$ cat src/rtl/intr_ctrl.sv
// ============================================================================
// intr_ctrl : edge-triggered, masked, fixed-priority interrupt controller for CP0
//             (optional internal timer on source 0 via INTR_TIMER_EN) -- rev 1.0
// ============================================================================
`default_nettype none

module intr_ctrl #(
   parameter int N_SRC   = 8,
   parameter int TIMER_W = 32
) (
   input  logic             clk,
   input  logic             rst_n,
   input  logic [N_SRC-1:0] src_in,
   input  logic             wr_en,
   input  logic [1:0]       wr_addr,
   input  logic [31:0]      wr_data,
   input  logic [1:0]       rd_addr,
   output logic [31:0]      rd_data,
   output logic             ir_out,
   input  logic             ack_in,
   input  logic             eoi_in,
   output logic             busy
);

   typedef enum logic [1:0] {
      ST_IDLE = 2'd0,
      ST_REQ  = 2'd1,
      ST_SVC  = 2'd2
   } state_t;

   state_t           state, state_nxt;
   logic [N_SRC-1:0] mask, pending, src_prev;
   logic [N_SRC-1:0] edge_det, set_bits, clr_bits, active;
   logic [4:0]       sel_id, sel_id_nxt, cause_id, win_id;
   logic             ack_take;
   logic             tmr_hit;
   logic             unused_wr;

   assign unused_wr = ^wr_data;
   assign edge_det  = src_in & ~src_prev;
   assign active    = pending & mask;
   assign ack_take  = (state == ST_REQ) && ack_in;

`ifdef INTR_TIMER_EN
   localparam int CMP_RD_W = (TIMER_W < 32) ? TIMER_W : 32;

   logic [TIMER_W-1:0] tmr_cnt, tmr_cmp;

   assign tmr_hit = (tmr_cmp != '0) && (tmr_cnt == tmr_cmp);

   always_ff @(posedge clk or negedge rst_n) begin
      if (!rst_n) begin
         tmr_cnt <= '0;
         tmr_cmp <= '0;
      end else if (wr_en && (wr_addr == 2'd3)) begin
         tmr_cmp <= TIMER_W'(wr_data);
         tmr_cnt <= '0;
      end else if (tmr_hit) begin
         tmr_cnt <= '0;
      end else begin
         tmr_cnt <= tmr_cnt + TIMER_W'(1);
      end
   end

   // The timer owns source 0; the external line 0 is deliberately dropped.
   always_comb begin
      set_bits    = edge_det;
      set_bits[0] = tmr_hit;
   end
`else
   localparam int unused_timer_w = TIMER_W;

   assign tmr_hit  = 1'b0;
   assign set_bits = edge_det;
`endif

   always_comb begin
      clr_bits = '0;
      if (wr_en && (wr_addr == 2'd1)) begin
         clr_bits = wr_data[N_SRC-1:0];
      end
      for (int i = 0; i < N_SRC; i++) begin
         if (ack_take && (sel_id == 5'(i))) begin
            clr_bits[i] = 1'b1;
         end
      end
   end

   // Lowest index wins: scan downward so the last hit is the smallest.
   always_comb begin
      win_id = '0;
      for (int i = N_SRC - 1; i >= 0; i--) begin
         if (active[i]) begin
            win_id = 5'(i);
         end
      end
   end

   always_comb begin
      state_nxt  = state;
      sel_id_nxt = sel_id;
      case (state)
         ST_IDLE: begin
            if (|active) begin
               sel_id_nxt = win_id;
               state_nxt  = ST_REQ;
            end
         end
         ST_REQ: begin
            if (ack_in) begin
               state_nxt = ST_SVC;
            end
         end
         ST_SVC: begin
            if (eoi_in) begin
               state_nxt = ST_IDLE;
            end
         end
         default: state_nxt = ST_IDLE;
      endcase
   end

   always_ff @(posedge clk or negedge rst_n) begin
      if (!rst_n) begin
         state    <= ST_IDLE;
         sel_id   <= '0;
         cause_id <= '0;
         ir_out   <= 1'b0;
         busy     <= 1'b0;
         mask     <= '0;
         pending  <= '0;
         src_prev <= '0;
      end else begin
         state    <= state_nxt;
         sel_id   <= sel_id_nxt;
         ir_out   <= (state_nxt == ST_REQ);
         busy     <= (state_nxt == ST_SVC);
         src_prev <= src_in;
         // A new edge outranks a same-cycle clear of the same bit.
         pending  <= (pending & ~clr_bits) | set_bits;
         if (ack_take) begin
            cause_id <= sel_id;
         end
         if (wr_en && (wr_addr == 2'd0)) begin
            mask <= wr_data[N_SRC-1:0];
         end
      end
   end

   always_comb begin
      rd_data = '0;
      case (rd_addr)
         2'd0: rd_data[N_SRC-1:0] = mask;
         2'd1: rd_data[N_SRC-1:0] = pending;
         2'd2: begin
            rd_data[31]  = busy;
            rd_data[4:0] = cause_id;
         end
         default: begin
`ifdef INTR_TIMER_EN
            rd_data[CMP_RD_W-1:0] = tmr_cmp[CMP_RD_W-1:0];
`endif
         end
      endcase
   end

endmodule

`default_nettype wire

$ cat config.mk
export PLATFORM = sky130hd
export DESIGN_NAME = intr_ctrl
export DESIGN_NICKNAME = d
export VERILOG_FILES = /design/src/rtl/intr_ctrl.sv
export SDC_FILE = /design/constraint.sdc
export NUM_CORES = 1
export LEC_CHECK = 0
export BUFFER_PORTS_ARGS = -buffer_cell sky130_fd_sc_hd__clkbuf_2
export CORE_UTILIZATION = 41
export CTS_CLUSTER_DIAMETER = 120
export DETAILED_ROUTE_END_ITERATION = 16
export GPL_ROUTABILITY_DRIVEN = 0
export GPL_TIMING_DRIVEN = 0
export PLACE_DENSITY_LB_ADDON = 0.05
export SYNTH_ARGS = -nofsm -noshare
export SYNTH_HDL_FRONTEND = slang
export SYNTH_SLANG_ARGS = --single-unit
$ cat constraint.sdc
create_clock -name clk -period 1.2 [get_ports clk]
set_input_delay 0.24 -clock clk [delete_from_list [all_inputs] [get_ports clk]]
set_output_delay 0.24 -clock clk [all_outputs]
set_load 0.01 [all_outputs]
==> impl_metrics.ini <==
[status]
outcome = finished with violations
failed_checks = setup timing

[sta]
post-route-min-period_ns = 1.35
relative_max_transition_margin = 0.449
achievable-frequency_mhz = 739
worst_slew_pin_slew_ns = 0.827
clock-skew-final_ns = 0.00497
final.period_utilization = 1.13
finalHoldViolCount = 0
timing.final.max_slew_violations = 0
post-route-worst-setup-slack_ns = -0.153
setup_viol = 19
grt_setup_unrepaired = true

[clocking]
clk_pin_slew_ns = 0.07
clockBufferDepth = 2
clkLatencyLatePin_ns = 0.28
cts_hold_bufs = 0
tritoncts_buffers = 5
h-tree-depth = 2
tritoncts_clock_tree = done
cts_sinks = 34
cts_root_buffer = clkbuf_8

[layout]
layout.cells.most_common = buf_4
post_route_cells_drive_above_1_share = 0.424
syn_to_final_growth_pct = 33.0
nNetsFinal = 291
most-common-layout-cells = 37 x buf_4, 33 x dfrtp_1, 31 x clkbuf_2
finalNonFillerCells = 293
design_area_um2 = 2290
fillerInstances = 395
antennaDiodeCount = 0

[power_and_ir_drop]
power_density_normalized_to_cell_area_nw_per_um2 = 1780
power.clock.fraction = 0.211
p_switching_mw = 1.41
share_seq_of_total_power = 0.442
combinationalPowerShare = 0.346
sw_frac_of_total = 0.348
vdd_ir_drop_max_v = 0.00100
leakage_nw = 1.16
intPower_mw = 2.65

[route]
drt_first_iter_violations = 29
drt-pass1-iter-count = 4
detail_route.drc_violations = 0
antenna_violating_nets_post_route = 0
average_wire_per_cell_in_the_routed_design_um = 12.9
routed_wl_um = 3770
vias_per_cell = 4.89
vias = 1434

[grt]
antenna_found_initial = 0
grt-ovfl-total = 0
first_global_vias = 1269
grt_pass1_wl_um = 5860
pin_count_of_the_biggest_net_entering_global_routing = 35
grt_use_total = 0.182

[logic_synthesis]
ys_types = 33
yosysWarningCount = 0
gate_count_after_technology_mapping = 167
synth_sequential_area_ratio = 0.495
mappedNetlistArea_um2 = 1720
synth.ff_latch_count = 34
avgSynthCellArea_um2 = 10.3

[setup_path]
startpoint_type = flop
worst-endpoint-arrival_ns = 1.11
slowest_stage = dfrtp_1
path_cells = mux2i_1, o21ai_1, clkbuf_2
timing.critical_path.required_ns = 0.96
r2r_slack_ns = -0.10
kind_of_capture_point_of_the_worst_setup_path = primary output
ff2ff_path_depth = 4
worstSetupPathType = reg2out
timing.critical_path.fanout_max = 3
r2r_end = state[0]
critical_path.reg2reg.startpoint = mask[2]
slowest_stage_delay_cp_ns = 0.40

[placement]
placed_area_um2 = 2030
dp_hpwl_um = 2710
numPlacedInstances = 272
port_buffers = 33

[die]
io-pin-count = 83
floorplan.core_area_um2 = 4000
die_area_um2 = 4460
die-height_um = 66.8
die-width_um = 66.8
fp-row-count = 23
initial_core_util = 0.430

[flow_run]
drv.max_cap_violation_count = 0

[hold_path]
min_path_type = in2async
[cells by family after synthesis]
logic type	count (synthesis)	share of synthesized area
muxes	18	0.112
DFF	34	0.495
and+or+nand+nor	44	0.131
AOI/OAI and AO/OA	35	0.130
other	1	0.00218
buffers and inverters	35	0.130
[per-stage QoR]
step	setup slack, ns	power (mW)	setup TNS (ns)	util	hold WS [ns]
global route	-0.211	4.31	-2.47	0.572	0.0646
finish	-0.153	4.07	-1.20	0.572	0.0386
CTS	-0.147	3.96	-1.30	0.557	0.0701
floorplan	-0.0519	2.51	-0.0983	-	-0.0556
global placement	-0.294	2.87	-4.62	0.509	0.364
detailed placement	-0.319	2.90	-5.07	0.509	0.364
[worst max path at each step]
stage,cells after the start,end,slack [ns],startpoint
3_3_place_gp,5,rd_data[0],-0.29,rd_addr[1]
6_report,3,rd_data[1],-0.15,pending[1]
5_1_grt,3,rd_data[2],-0.21,mask[2]
2_1_floorplan,4,pending[0],-0.05,state[1]
4_1_cts,3,rd_data[2],-0.15,pending[2]
3_5_place_dp,3,mask[6],-0.32,wr_addr[0]
[area by class of cell]
cell class	count	area (um2)	share of cell area
inverter	9	33.8	0.0148
buffer	26	193	0.0842
multi-input combinational	120	792	0.346
sequential	34	852	0.373
clock inverter	1	5.00	0.00219
tap	50	62.6	0.0274
clock buffer	7	86.3	0.0377
timing repair buffer	46	263	0.115
[power by group through the flow]
stage               combinational, mW  clock, mW  sequential [mW]
detailed placement               1.11          0             1.79
CTS                              1.31      0.874             1.78
global placement                 1.09          0             1.77
finish                           1.41      0.859             1.80
global route                     1.54      0.918             1.85
floorplan                       0.794          0             1.71
[synth_stat cells]
cell / count / share of area
a211oi_1: 2 / 0.0087
a21oi_1: 5 / 0.015
a22oi_1: 2 / 0.0087
a31o_2: 1 / 0.0051
a31oi_1: 1 / 0.0036
a32o_1: 1 / 0.0058
and2_1: 2 / 0.0073
and3b_1: 1 / 0.0051
buf_2: 1 / 0.0029
buf_4: 24 / 0.10
clkbuf_1: 1 / 0.0022
conb_1: 1 / 0.0022
dfrtp_1: 34 / 0.49
inv_1: 9 / 0.020
mux2_2: 10 / 0.066
mux2i_1: 8 / 0.047
nand2_1: 23 / 0.050
nand2b_1: 3 / 0.011
nand3_1: 1 / 0.0029
nand3b_4: 1 / 0.012
nand4_1: 1 / 0.0036
nand4b_1: 1 / 0.0051
nor2_1: 7 / 0.015
nor2b_1: 1 / 0.0036
nor3_1: 1 / 0.0029
nor3b_2: 1 / 0.0073
o211ai_1: 7 / 0.031
o21ai_0: 12 / 0.035
o21ai_1: 1 / 0.0029
o2bb2ai_1: 1 / 0.0051
o311ai_0: 1 / 0.0051
o311ai_1: 1 / 0.0051
or2_4: 1 / 0.0051
[sequential cells by signal, summed over array words and instances (netlist names)]
signal,count
mask,8
pending,8
src_prev,8
cause_id,3
sel_id,3
state,2
busy,1
ir_out,1
[per-layer routing]
layer | share of wire | vias to the layer above | GRT usage | wire length (um)
met1 | 0.41 | 684 | 0.213 | 1540
met4 | 0.013 | 0 | 0.0638 | 50
met3 | 0.071 | 6 | 0.0462 | 269
li1 | - | 690 | - | -
met5 | 0 | - | 0 | 0
met2 | 0.51 | 54 | 0.319 | 1900
[critical path, delay by kind of cell, from the launching register on]
kind,cells,cell delay [ns]
AO/OA/AOI/OAI,1,0.10
flip-flops,1,0.40
buffers and inverters,1,0.14
multiplexers,1,0.19
[what timing repair did]
item | 4_1_cts | 5_1_grt
endpoints found under the setup margin | 29 | 22
pin swaps | 11 | 3
gates resized for setup | 17 | 13
buffers inserted | 10 | 5
No activity file was read; power rests on OpenSTA's default activity.
